--- config.mk ---
export PLATFORM = sky130hd
export DESIGN_NAME = pipe_abs_sub
export DESIGN_NICKNAME = d
export VERILOG_FILES = /design/src/rtl/pipe_abs_sub.sv
export SDC_FILE = /design/constraint.sdc
export NUM_CORES = 1
export LEC_CHECK = 0
export CAP_MARGIN = 20
export CORE_MARGIN = 2
export CORE_UTILIZATION = 25
export CTS_BUF_LIST = sky130_fd_sc_hd__clkbuf_8
export CTS_CLUSTER_SIZE = 25
export DETAILED_ROUTE_END_ITERATION = 8
export PLACE_DENSITY_LB_ADDON = 0.3
export SYNTH_ARGS = -nofsm -noshare
export SYNTH_HDL_FRONTEND = slang
export SYNTH_SLANG_ARGS = --single-unit
--- constraint.sdc ---
create_clock -name clk -period 1.8 [get_ports clk]
set_input_delay 0.36 -clock clk [delete_from_list [all_inputs] [get_ports clk]]
set_output_delay 0.36 -clock clk [all_outputs]
set_load 0.005 [all_outputs]
--- src/rtl/pipe_abs_sub.sv ---
// Pipelined unsigned absolute-difference unit: out_diff = |in_a - in_b|.
// Each stage runs one 4-bit carry-lookahead slice of a + ~b + c. The carry and
// the nibbles already finished are registered into the next stage. The operand
// nibbles that are still waiting are delayed alongside them, so the operands
// are skewed. A last register stage turns the two's-complement difference into
// a magnitude and generates the sign and zero flags.
`timescale 1ns/1ps

module pipe_abs_sub #(
  parameter int WIDTH = 16
) (
  input  logic             clk,
  input  logic             rst_n,
  input  logic             in_valid,
  output logic             in_ready,
  input  logic [WIDTH-1:0] in_a,
  input  logic [WIDTH-1:0] in_b,
  output logic             out_valid,
  input  logic             out_ready,
  output logic [WIDTH-1:0] out_diff,
  output logic             out_neg,
  output logic             out_zero
);

  localparam int NSTG = WIDTH / 4;
  localparam logic [WIDTH-1:0] ONE = WIDTH'(1);

  // 4-bit carry-lookahead adder slice: returns {carry_out, sum[3:0]}
  function automatic logic [4:0] cla4(input logic [3:0] x, input logic [3:0] y,
                                      input logic ci);
    logic [3:0] p;
    logic [3:0] g;
    logic [4:0] c;
    p    = x ^ y;
    g    = x & y;
    c[0] = ci;
    c[1] = g[0] | (p[0] & c[0]);
    c[2] = g[1] | (p[1] & g[0]) | (p[1] & p[0] & c[0]);
    c[3] = g[2] | (p[2] & g[1]) | (p[2] & p[1] & g[0]) | (p[2] & p[1] & p[0] & c[0]);
    c[4] = g[3] | (p[3] & g[2]) | (p[3] & p[2] & g[1]) | (p[3] & p[2] & p[1] & g[0])
         | (p[3] & p[2] & p[1] & p[0] & c[0]);
    return {c[4], p ^ c[3:0]};
  endfunction

  // The whole pipeline moves as one; a stalled output freezes every stage
  logic adv;
  assign adv      = ~out_valid | out_ready;
  assign in_ready = adv;

  for (genvar k = 0; k < NSTG; k++) begin : g_stg
    // Operand bits not yet consumed when they enter this stage (nibble k upward)
    localparam int IW = WIDTH - 4*k;

    logic [IW-1:0]  a_in;
    logic [IW-1:0]  b_in;
    logic           c_in;
    logic           v_in;
    logic [4:0]     res;
    logic [4*k+3:0] d_nx;

    logic           v_q;
    logic           c_q;
    logic [4*k+3:0] d_q;

    if (k == 0) begin : g_head
      // First slice subtracts straight from the ports; carry-in 1 completes ~b + 1
      assign a_in = in_a;
      assign b_in = in_b;
      assign c_in = 1'b1;
      assign v_in = in_valid;
      assign d_nx = res[3:0];
    end else begin : g_body
      assign a_in = g_stg[k-1].g_fwd.a_q;
      assign b_in = g_stg[k-1].g_fwd.b_q;
      assign c_in = g_stg[k-1].c_q;
      assign v_in = g_stg[k-1].v_q;
      assign d_nx = {res[3:0], g_stg[k-1].d_q};
    end

    assign res = cla4(a_in[3:0], ~b_in[3:0], c_in);

    // Register this stage's valid bit, its carry-out and the diff nibbles finished so far
    always_ff @(posedge clk or negedge rst_n) begin
      if (!rst_n) begin
        v_q <= 1'b0;
        c_q <= 1'b0;
        d_q <= '0;
      end else if (adv) begin
        v_q <= v_in;
        c_q <= res[4];
        d_q <= d_nx;
      end
    end

    if (k < NSTG - 1) begin : g_fwd
      logic [IW-5:0] a_q;
      logic [IW-5:0] b_q;

      // Delay the operand nibbles that later stages still need
      always_ff @(posedge clk or negedge rst_n) begin
        if (!rst_n) begin
          a_q <= '0;
          b_q <= '0;
        end else if (adv) begin
          a_q <= a_in[IW-1:4];
          b_q <= b_in[IW-1:4];
        end
      end
    end
  end

  // A missing final carry means a borrow, so the raw difference is negative
  logic [WIDTH-1:0] fin_d;
  logic             fin_borrow;
  logic             fin_valid;
  logic [WIDTH-1:0] fin_mag;

  assign fin_d      = g_stg[NSTG-1].d_q;
  assign fin_borrow = ~g_stg[NSTG-1].c_q;
  assign fin_valid  = g_stg[NSTG-1].v_q;
  assign fin_mag    = fin_borrow ? (~fin_d + ONE) : fin_d;

  // Output register: the result data changes only when a valid result arrives
  always_ff @(posedge clk or negedge rst_n) begin
    if (!rst_n) begin
      out_valid <= 1'b0;
      out_diff  <= '0;
      out_neg   <= 1'b0;
      out_zero  <= 1'b0;
    end else if (adv) begin
      out_valid <= fin_valid;
      if (fin_valid) begin
        out_diff <= fin_mag;
        out_neg  <= fin_borrow;
        out_zero <= (fin_d == '0);
      end
    end
  end

endmodule

# [Word level (Yosys, flattened, before mapping)]
# Cells that the tools add are included.
[classes] bitwise=120 n_mux=1 n_reduce_logical=2 add_sub_neg=1
[ops] op="bitwise AND 1 bit" n=60
[ops] op="bitwise OR 1 bit" n=41
[ops] op="XOR 4 bit" n=8
[ops] op="adder 16 x 1 -> 16 bit (second input constant)" n=1
[ops] op="bitwise AND 4 bit" n=4
[ops] op="zero test 16 bit" n=1
[ops] op="two-way mux 16 bit" n=1
[ops] op="NOT 16 bit" n=1
[ops] op="NOT 4 bit" n=4
[ops] op="NOT 1 bit" n=2
[ops] op="AND reduction 2 bit" n=1
[word_totals] out_inout_bits=20 input_bits=36 regBits=115 wordCells=146

# [Longest topological paths before layout]
# Gate-level depths: netlist (run 1).
[depth] word_depth=7 mapped_depth=7 depth_no_buf=7

# [Worst setup path after synthesis (run 1)]
# No wires, ideal clock.
[synth_path] kind="in2out" startpoint="input port out_ready" endpoint="output port in_ready" required_time_ns=1.440 slack_ns=0.185 path_buffers=4 cell_stages=5 arrival_ns=1.255 cell_sequence="nand2b_1 > clkbuf_1 > clkbuf_1 > buf_2 > buf_2"
[synth_via] elab_chain_cells=1
[synth_lines] element="from (decl)" line="19" rtl="input logic out_ready,"
[synth_lines] element="bitwise OR 1 bit" line="47" rtl="assign adv = ~out_valid | out_ready;"
[synth_lines] element="to (decl)" line="15" rtl="output logic in_ready,"
# Every way passes these cells.

# [Worst setup path in the final report (run 1)]
[layout_path] startpoint="register out_valid" endpoint="output port out_valid"
[layout_rtl] element="from (decl)" line="18" rtl="output logic out_valid,"
[layout_rtl] element="from (signal assigned)" line="131" rtl="out_valid <= fin_valid;"
# No word-level cell between the ends.

==> flow_results.xml, run 1 <==
<?xml version="1.0" encoding="UTF-8"?>
<metrics>
  <group name="global_routing">
    <metric name="grtUsageTotal" unit="%">9.789</metric>
    <metric name="grt_antenna_before_repair" unit="">0</metric>
    <metric name="first_global_vias" unit="">3401</metric>
    <metric name="wire_length_of_the_first_global_routing_pass" unit="um">16680</metric>
    <metric name="grt_max_degree" unit="">75</metric>
    <metric name="grt_remaining_overflow" unit="">0</metric>
  </group>
  <group name="pwr">
    <metric name="total_leakage_power" unit="nW">2.791</metric>
    <metric name="totalPowerFinal" unit="mW">11.20</metric>
    <metric name="worst_ir_drop_vdd" unit="mV">0.5735</metric>
    <metric name="pwr_density_cell" unit="nW/um^2">1714</metric>
  </group>
  <group name="detailed_routing">
    <metric name="avgRoutedWirePerCell" unit="um">11.98</metric>
    <metric name="wl_met3" unit="um">437</metric>
    <metric name="route.detailed.vias_per_inst" unit="">4.070</metric>
    <metric name="wirelength_met1" unit="um">4814</metric>
    <metric name="detail_route.iter0.violations" unit="">119</metric>
    <metric name="route.met2.wl" unit="um">3962</metric>
    <metric name="route.detailed.drc" unit="">0</metric>
    <metric name="postRouteAntennaNets" unit="">0</metric>
    <metric name="vias" unit="">3179</metric>
    <metric name="drt_pass1_iterations" unit="">4</metric>
    <metric name="routed_wirelength" unit="um">9360</metric>
    <metric name="topRoutingLayerUsed" unit="">met4</metric>
  </group>
  <group name="synth">
    <metric name="ys_seq_area_share" unit="%">56.71</metric>
    <metric name="netlist.top_cell.by_area" unit="">dfrtp_1</metric>
    <metric name="synthesis.nets" unit="">483</metric>
    <metric name="synth_area" unit="um^2">5075</metric>
    <metric name="post-synth-top-area-fraction" unit="%">56.71</metric>
    <metric name="synth.yosys.warnings" unit="">0</metric>
    <metric name="syn_area_per_cell" unit="um^2">11.91</metric>
    <metric name="distinct_cell_type_count_after_synthesis" unit="">30</metric>
    <metric name="syn_inst" unit="">426</metric>
    <metric name="synth_seq_cells" unit="">115</metric>
    <metric name="synthTopCellsByArea" unit="">dfrtp_1 57%, mux2_2 14%, ha_1 4.4%, o21ai_0 4.0%, nand2_1 2.7%</metric>
  </group>
  <group name="finish">
    <metric name="num_antenna_cells" unit="">0</metric>
    <metric name="fin_nets" unit="">556</metric>
    <metric name="post-route-util" unit="%">32.52</metric>
    <metric name="fin_cells" unit="">781</metric>
    <metric name="layout-drive-gt1-share" unit="%">23.87</metric>
    <metric name="finalInstanceArea" unit="um^2">6538</metric>
    <metric name="syn_to_final_growth" unit="%">28.82</metric>
    <metric name="count_of_filler_cells_inserted_in_the_layout" unit="">2014</metric>
  </group>
  <group name="critical_path">
    <metric name="timing.critical_path.fanout_max" unit="">2</metric>
    <metric name="startpoint" unit="">out_valid$_DFFE_PN0N_</metric>
    <metric name="worst_ep_required_time" unit="ns">1.44</metric>
    <metric name="reg2reg_to" unit="">out_diff[13]$_DFFE_PN0P_</metric>
    <metric name="cp_slowest_stage_delay" unit="ns">0.53</metric>
    <metric name="cp.depth" unit="">1</metric>
    <metric name="crit_buf_inv" unit="">1</metric>
    <metric name="worst_ep_arrival_time" unit="ns">1.35</metric>
    <metric name="startpoint_class_of_the_critical_path" unit="">flip-flop</metric>
    <metric name="timing.setup.critical_path_class" unit="">flip-flop to output port</metric>
    <metric name="path_cells" unit="">clkdlybuf4s50_1</metric>
    <metric name="setup.reg_to_reg.worst_slack" unit="ns">0.16</metric>
    <metric name="worstSetupEndpointType" unit="">output port</metric>
    <metric name="critical_path.slowest_cell" unit="">clkdlybuf4s50_1</metric>
    <metric name="critPathCapture" unit="">out_valid</metric>
    <metric name="r2r-start" unit="">fin_d[7]$_DFFE_PN0N_</metric>
    <metric name="cp_top_delay_family" unit="">buffers and inverters</metric>
    <metric name="ff2ff_path_depth" unit="">5</metric>
  </group>
  <group name="min_path">
    <metric name="min_from" unit="">out_diff[1]$_DFFE_PN0P_</metric>
    <metric name="holdCritPathClass" unit="">flip-flop to flip-flop</metric>
  </group>
  <group name="place">
    <metric name="postPlaceCellArea" unit="um^2">6073</metric>
    <metric name="dp_worst_setup_slack" unit="ns">-0.3904</metric>
    <metric name="dp_hpwl" unit="um">6602</metric>
    <metric name="numPortBuffers" unit="">55</metric>
    <metric name="last_weighted_congestion_value_of_the_routability_driven_placer" unit="">0.7190</metric>
    <metric name="numPlacedInstances" unit="">748</metric>
  </group>
  <group name="die">
    <metric name="placeable_core_area" unit="um^2">20100</metric>
    <metric name="die_h" unit="um">146.5</metric>
    <metric name="die_width" unit="um">146.5</metric>
    <metric name="ioPinCount" unit="">56</metric>
    <metric name="die_area" unit="um^2">21450</metric>
    <metric name="row_count" unit="">52</metric>
    <metric name="floorplan.initialDensity" unit="%">25.24</metric>
  </group>
  <group name="sta">
    <metric name="worst_slew_margin_rel" unit="%">65.65</metric>
    <metric name="slew_viol_final" unit="">0</metric>
    <metric name="timing_hold_violations_final" unit="">0</metric>
    <metric name="worst_hold_slack" unit="ns">0.4833</metric>
    <metric name="final_critical_path_setup_slack" unit="ns">0.08668</metric>
    <metric name="grt_setup_unrepaired" unit="">false</metric>
    <metric name="fin_setup_tns" unit="ns">0</metric>
    <metric name="setup-violations-final" unit="">0</metric>
    <metric name="finalWorstPathRequiredPeriod" unit="ns">1.713</metric>
    <metric name="worst_pin_slew" unit="ns">0.5152</metric>
    <metric name="clock.fmax" unit="GHz">0.5837</metric>
    <metric name="finalClockSkew" unit="ns">0.007132</metric>
    <metric name="post-route-period-util" unit="%">95.18</metric>
  </group>
  <group name="clock_tree">
    <metric name="register_clock_pin_slew_on_the_reported_worst_setup_and_hold_paths" unit="ns">0.07</metric>
    <metric name="clock_path_buffers" unit="">2</metric>
    <metric name="cts-root-buf" unit="">clkbuf_8</metric>
    <metric name="cts_tree" unit="">done</metric>
    <metric name="numCtsBuffers" unit="">17</metric>
    <metric name="h-tree-depth" unit="">4</metric>
    <metric name="clk-insertion-delay-late" unit="ns">0.43</metric>
    <metric name="cts_num_sinks" unit="">115</metric>
  </group>
  <group name="run">
    <metric name="maxCapViolations" unit="">0</metric>
  </group>
  <group name="run_status">
    <metric name="outcome" unit="">finished clean</metric>
  </group>
</metrics>
-- cell families after synthesis --
family,Yosys count,synth area share [%]
and+or+nand+nor,79,7.224
DFF,115,56.71
buffers and inverters,44,3.452
adders and majority gates,21,5.621
xor gates and xnor gates,22,3.797
muxes,65,14.40
AOI/OAI and AO/OA,80,8.802
-- state kept, by name (all words and copies together), names as in the netlist, 3 cells and up --
name / cells
g_stg.g_fwd.b_q: 24
out_diff: 16
g_stg.g_fwd.a_q: 24
g_stg.c_q: 4
fin_d: 16
g_stg.v_q: 3
g_stg.d_q: 24
-- worst reg2reg max path: cells and delay by family (launching register included) --
kind / cells / cell delay [ns]
compound gates: 2 / 0.22
flops: 1 / 0.42
simple gates: 2 / 0.71
xor+xnor: 1 / 0.18
-- report_power, final --
group	leakage (nW)	internal, mW	switching [mW]
Combinational	1.23	2.30	1.82
Sequential	1.34	3.73	0.758
Clock	0.216	1.58	1.01
-- cells in the mapped netlist --
library cell,count
a21o_1,3
fa_1,3
a31oi_1,7
ha_1,18
o21bai_1,1
nand2_1,36
clkbuf_1,12
or2_2,1
nand2b_1,5
nor4_1,1
nor4_4,1
a21oi_1,15
inv_1,24
nor3_4,1
o31ai_1,1
or4_4,1
o21ai_1,2
dfrtp_1,115
xnor2_1,15
or3_1,2
mux2i_1,1
a211oi_1,6
o21a_1,4
nand3_1,1
nor4_2,1
buf_2,8
mux2_2,64
o21ai_0,41
nor2_1,29
xor2_1,7
-- worst min path at each step --
stage	to	depth (start not counted)
floorplan	fin_d[0]$_DFFE_PN0N_	0
global placement	fin_d[14]$_DFFE_PN0N_	2
detailed placement	fin_d[14]$_DFFE_PN0N_	2
CTS	g_stg[0].g_fwd.b_q[1]$_DFFE_PN0N_	3
global route	g_stg[0].g_fwd.b_q[1]$_DFFE_PN0N_	3
finish	out_diff[1]$_DFFE_PN0P_	2
-- final cells by class --
cell class              count  area [um^2]  share of cell area [%]
flip-flops and latches    115         2878                   44.02
multi-input cells         267         2038                   31.18
repair buffers             74        754.5                   11.54
well taps                 270        337.8                   5.167
clock buffers              23        316.6                   4.842
clock inverters             8        122.6                   1.876
inverters                  24        90.09                   1.378
-- metal layers --
layer,global-route usage [%],vias up
li1,-,1606
met1,13.39,1505
met2,13.99,55
met3,3.562,13
met4,4.078,0
met5,0,-
-- placed cells by master, fill, tap and decap left out, drive strengths merged --
cell type      count
o21ai             43
xor2               7
clkdlybuf4s50     53
ha                18
a21o               3
buf               19
o31ai              1
a31oi              7
o21a               4
or3                2
o21bai             1
nor3               1
clkinvlp           3
a21oi             15
nor2              29
dfrtp            115
nand2b             5
mux2i              1
dlygate4sd2        1
or2                1
mux2              64
clkinv             2
nor4               3
fa                 3
or4                1
a211oi             6
nand2             36
bufinv             3
nand3              1
dlygate4sd3        1
inv               24
xnor2             15
clkbuf            23
-- timing repair --
action                                 in CTS  in global routing
hold buffers                                1                  0
endpoints found under the hold margin      74                  0
gates resized for setup                     1                  3
setup endpoints to repair                   1                  6
buffers inserted                            0                  1
pin swaps                                   0                  1
No activity file was read; power rests on OpenSTA's default activity.
==> run 2: changes to the inputs <==
- ABC_AREA: not set -> 1
==> run 2 against run 1 <==
Compared with the run above: critical path type unchanged; synthesized area increased by 1.8%; critical path depth is the same; total power rose by 0.78%; fmax is 3.5% higher; core utilization is essentially flat; critical endpoint is now out_diff[0]; routed wire length grew 14%; synthesized cell count grew 42%; clock skew increased by 0.0017 ns; setup slack gained 0.058 ns.
==> flow_results.xml, run 2 <==
<?xml version="1.0" encoding="UTF-8"?>
<metrics>
  <group name="synth">
    <metric name="yosysMostFrequentCell" unit="">nand2_1</metric>
    <metric name="distinct_cell_type_count_after_synthesis" unit="">24</metric>
    <metric name="syn_area_per_cell" unit="um^2">8.557</metric>
    <metric name="post-synth-top-area-fraction" unit="%">55.68</metric>
    <metric name="netlist.top_cell.by_area" unit="">dfrtp_1</metric>
    <metric name="syn_inst" unit="">604</metric>
    <metric name="ys_seq_area_share" unit="%">55.68</metric>
    <metric name="synth_edf_count" unit="">0</metric>
    <metric name="synthesis.nets" unit="">661</metric>
    <metric name="synth_seq_cells" unit="">115</metric>
    <metric name="synth_top_cells_by_count" unit="">238 x nand2_1, 115 x dfrtp_1, 56 x inv_1</metric>
    <metric name="synth.yosys.warnings" unit="">0</metric>
    <metric name="synth_area" unit="um^2">5169</metric>
    <metric name="asyncSetResetFlopFracSynth" unit="%">100.0</metric>
    <metric name="synthTopCellsByArea" unit="">dfrtp_1 56%, nand2_1 17%, ha_1 4.4%, o21ai_0 4.3%, inv_1 4.1%</metric>
    <metric name="ys.flop_type" unit="">dfrtp_1</metric>
  </group>
  <group name="finish">
    <metric name="syn_to_final_growth" unit="%">27.40</metric>
    <metric name="fin_nets" unit="">730</metric>
    <metric name="reg_top3" unit="">g_stg.d_q: 24 flops, g_stg.g_fwd.a_q: 24 flops, g_stg.g_fwd.b_q: 24 flops</metric>
    <metric name="layout-drive-gt1-share" unit="%">8.163</metric>
    <metric name="final_cell_mix" unit="">238 x nand2_1, 115 x dfrtp_1, 57 x inv_1</metric>
    <metric name="layout_commonest_cell" unit="">nand2_1</metric>
    <metric name="num_antenna_cells" unit="">0</metric>
  </group>
  <group name="die">
    <metric name="ioPinCount" unit="">56</metric>
    <metric name="die_h" unit="um">147.8</metric>
    <metric name="row_count" unit="">52</metric>
    <metric name="placeable_core_area" unit="um^2">20230</metric>
    <metric name="floorplan.initialDensity" unit="%">25.54</metric>
    <metric name="die_width" unit="um">147.8</metric>
    <metric name="die_area" unit="um^2">21840</metric>
  </group>
  <group name="global_routing">
    <metric name="grt_remaining_overflow" unit="">0</metric>
    <metric name="grtUsageTotal" unit="%">10.83</metric>
    <metric name="wire_length_of_the_first_global_routing_pass" unit="um">18470</metric>
    <metric name="grt_max_degree" unit="">75</metric>
    <metric name="grt_antenna_before_repair" unit="">0</metric>
    <metric name="first_global_vias" unit="">3721</metric>
  </group>
  <group name="sta">
    <metric name="timing_hold_violations_final" unit="">0</metric>
    <metric name="setup-violations-final" unit="">0</metric>
    <metric name="worst_hold_slack" unit="ns">0.4253</metric>
    <metric name="clock.fmax" unit="GHz">0.6040</metric>
    <metric name="fin_setup_tns" unit="ns">0</metric>
    <metric name="slew_viol_final" unit="">0</metric>
    <metric name="worst_slew_margin_rel" unit="%">71.38</metric>
    <metric name="finalClockSkew" unit="ns">0.008877</metric>
    <metric name="grt_setup_unrepaired" unit="">false</metric>
    <metric name="worst_pin_slew" unit="ns">0.4292</metric>
    <metric name="post-route-period-util" unit="%">91.98</metric>
    <metric name="finalWorstPathRequiredPeriod" unit="ns">1.656</metric>
  </group>
  <group name="critical_path">
    <metric name="cp.depth" unit="">1</metric>
    <metric name="worst_ep_required_time" unit="ns">1.44</metric>
    <metric name="setup.reg_to_reg.worst_slack" unit="ns">0.32</metric>
    <metric name="crit_buf_inv" unit="">1</metric>
    <metric name="worstSetupEndpointType" unit="">output port</metric>
    <metric name="cp_slowest_stage_delay" unit="ns">0.52</metric>
    <metric name="critPathCapture" unit="">out_diff[0]</metric>
    <metric name="timing.setup.critical_path_class" unit="">flip-flop to output port</metric>
    <metric name="cp_top_delay_family" unit="">buffers and inverters</metric>
    <metric name="reg2reg_to" unit="">out_diff[14]$_DFFE_PN0P_</metric>
    <metric name="startpoint_class_of_the_critical_path" unit="">flip-flop</metric>
    <metric name="critical_path.slowest_cell" unit="">clkdlybuf4s50_1</metric>
    <metric name="r2r-start" unit="">fin_d[0]$_DFFE_PN0N_</metric>
    <metric name="timing.critical_path.fanout_max" unit="">2</metric>
    <metric name="ff2ff_path_depth" unit="">9</metric>
    <metric name="worst_ep_arrival_time" unit="ns">1.30</metric>
    <metric name="path_cells" unit="">clkdlybuf4s50_1</metric>
    <metric name="startpoint" unit="">out_diff[0]$_DFFE_PN0P_</metric>
  </group>
  <group name="clock_tree">
    <metric name="cts.repair_timing.setup_buffer_count" unit="">0</metric>
    <metric name="cts-root-buf" unit="">clkbuf_8</metric>
    <metric name="clock_path_buffers" unit="">2</metric>
    <metric name="numCtsBuffers" unit="">17</metric>
    <metric name="register_clock_pin_slew_on_the_reported_worst_setup_and_hold_paths" unit="ns">0.07</metric>
    <metric name="h-tree-depth" unit="">4</metric>
    <metric name="cts_num_sinks" unit="">115</metric>
    <metric name="clk-insertion-delay-late" unit="ns">0.43</metric>
    <metric name="cts_tree" unit="">done</metric>
  </group>
  <group name="run_status">
    <metric name="outcome" unit="">finished clean</metric>
  </group>
  <group name="detailed_routing">
    <metric name="route.detailed.vias_per_inst" unit="">4.009</metric>
    <metric name="detail_route.iter0.violations" unit="">204</metric>
    <metric name="vias" unit="">3833</metric>
    <metric name="routed_wirelength" unit="um">10660</metric>
    <metric name="wirelength_met1" unit="um">5555</metric>
    <metric name="drt_pass1_iterations" unit="">7</metric>
    <metric name="route.met2.wl" unit="um">4561</metric>
    <metric name="route.detailed.drc" unit="">0</metric>
    <metric name="postRouteAntennaNets" unit="">0</metric>
    <metric name="avgRoutedWirePerCell" unit="um">11.15</metric>
    <metric name="wl_met3" unit="um">467</metric>
    <metric name="topRoutingLayerUsed" unit="">met4</metric>
  </group>
  <group name="place">
    <metric name="dp_hpwl" unit="um">7462</metric>
    <metric name="numPortBuffers" unit="">55</metric>
    <metric name="last_weighted_congestion_value_of_the_routability_driven_placer" unit="">0.7916</metric>
  </group>
  <group name="run">
    <metric name="maxCapViolations" unit="">0</metric>
  </group>
  <group name="min_path">
    <metric name="holdCritPathClass" unit="">input pin to async pin</metric>
  </group>
  <group name="pwr">
    <metric name="pwr_density_cell" unit="nW/um^2">1715</metric>
    <metric name="worst_ir_drop_vdd" unit="mV">0.5741</metric>
    <metric name="total_leakage_power" unit="nW">3.240</metric>
  </group>
</metrics>
## run 2: changes by cell type in the layout (fill, tap and decap cells not counted), moves of 3 or more
| cell | previous run | this run |
|---|---|---|
| a21o_1 | 3 | 0 |
| nand2_1 | 36 | 238 |
| o21ai_0 | 40 | 44 |
| mux2_2 | 64 | 0 |
| a21oi_1 | 15 | 2 |
| o21ai_1 | 2 | 27 |
| inv_1 | 24 | 57 |
| nand3_1 | 1 | 30 |
| a31oi_1 | 7 | 1 |
| clkbuf_8 | 23 | 19 |
| o21a_1 | 4 | 0 |
| nand2b_1 | 4 | 0 |
| a211oi_1 | 6 | 0 |
| xnor2_1 | 15 | 3 |
## run 2: per-stage QoR
stage | utilization [%] | cell area (um^2) | power (mW) | setup WS, ns | instances
after floorplan | - | 5169 | 7.233 | 0.4713 | 604
after global placement | 30.30 | 6131 | 8.711 | -0.07532 | 923
after detailed placement | 30.30 | 6131 | 8.777 | -0.06857 | 923
after CTS | 32.54 | 6584 | 11.52 | 0.05881 | 956
after global routing | 32.54 | 6585 | 12.45 | 0.03938 | 956
final | 32.54 | 6585 | 11.29 | 0.1444 | 956
## run 2: cell families (layout without fill, tap and decap cells)
group,after synthesis,count (layout),synth area share (%)
AO/OA/AOI/OAI,76,76,7.626
XOR/XNOR,9,9,1.525
adder cells (fa/ha/maj),21,21,5.519
buffers and inverters,82,164,6.584
flip-flops,115,115,55.68
AND/OR/NAND/NOR,301,301,23.07
## run 2: layout make-up
type / count / area (um^2)
Clock inverter: 13 / 182.7
Sequential cell: 115 / 2878
Fill cell: 2152 / 13650
Timing Repair Buffer: 74 / 754.5
Multi-Input combinational cell: 407 / 1951
Inverter: 58 / 220.2
Clock buffer: 19 / 261.5
Tap cell: 270 / 337.8
## run 2: where the power goes
part | leakage (nW) | switching [mW] | internal, mW
clock | 0.219 | 1.07 | 1.58
sequential | 1.39 | 0.666 | 3.73
combinational | 1.63 | 2.43 | 1.82
total | 3.24 | 4.16 | 7.13
## run 2: how the worst min path moves through the flow
stage	start	end	slack (ns)	cells after the start
final	rst_n	g_stg[2].d_q[0]$_DFFE_PN0N_	0.43	2
after detailed placement	rst_n	fin_d[13]$_DFFE_PN0N_	0.34	1
after CTS	rst_n	g_stg[2].d_q[5]$_DFFE_PN0N_	0.41	2
after floorplan	rst_n	fin_d[0]$_DFFE_PN0N_	0.06	0
after global placement	rst_n	fin_d[13]$_DFFE_PN0N_	0.35	1
after global routing	rst_n	g_stg[1].d_q[7]$_DFFE_PN0N_	0.43	2
## run 2: routing by layer
layer	track usage (%)	up-vias
li1	-	2029
met3	3.611	6
met1	15.08	1737
met2	15.53	61
met4	4.183	0
met5	0	-
## run 2: what timing repair did
action | 4_1_cts | 5_1_grt
gates cloned | 0 | 0
endpoints found under the hold margin | 24 | 0
setup endpoints to repair | 1 | 1
gates resized for setup | 1 | 1
hold buffers | 1 | 0
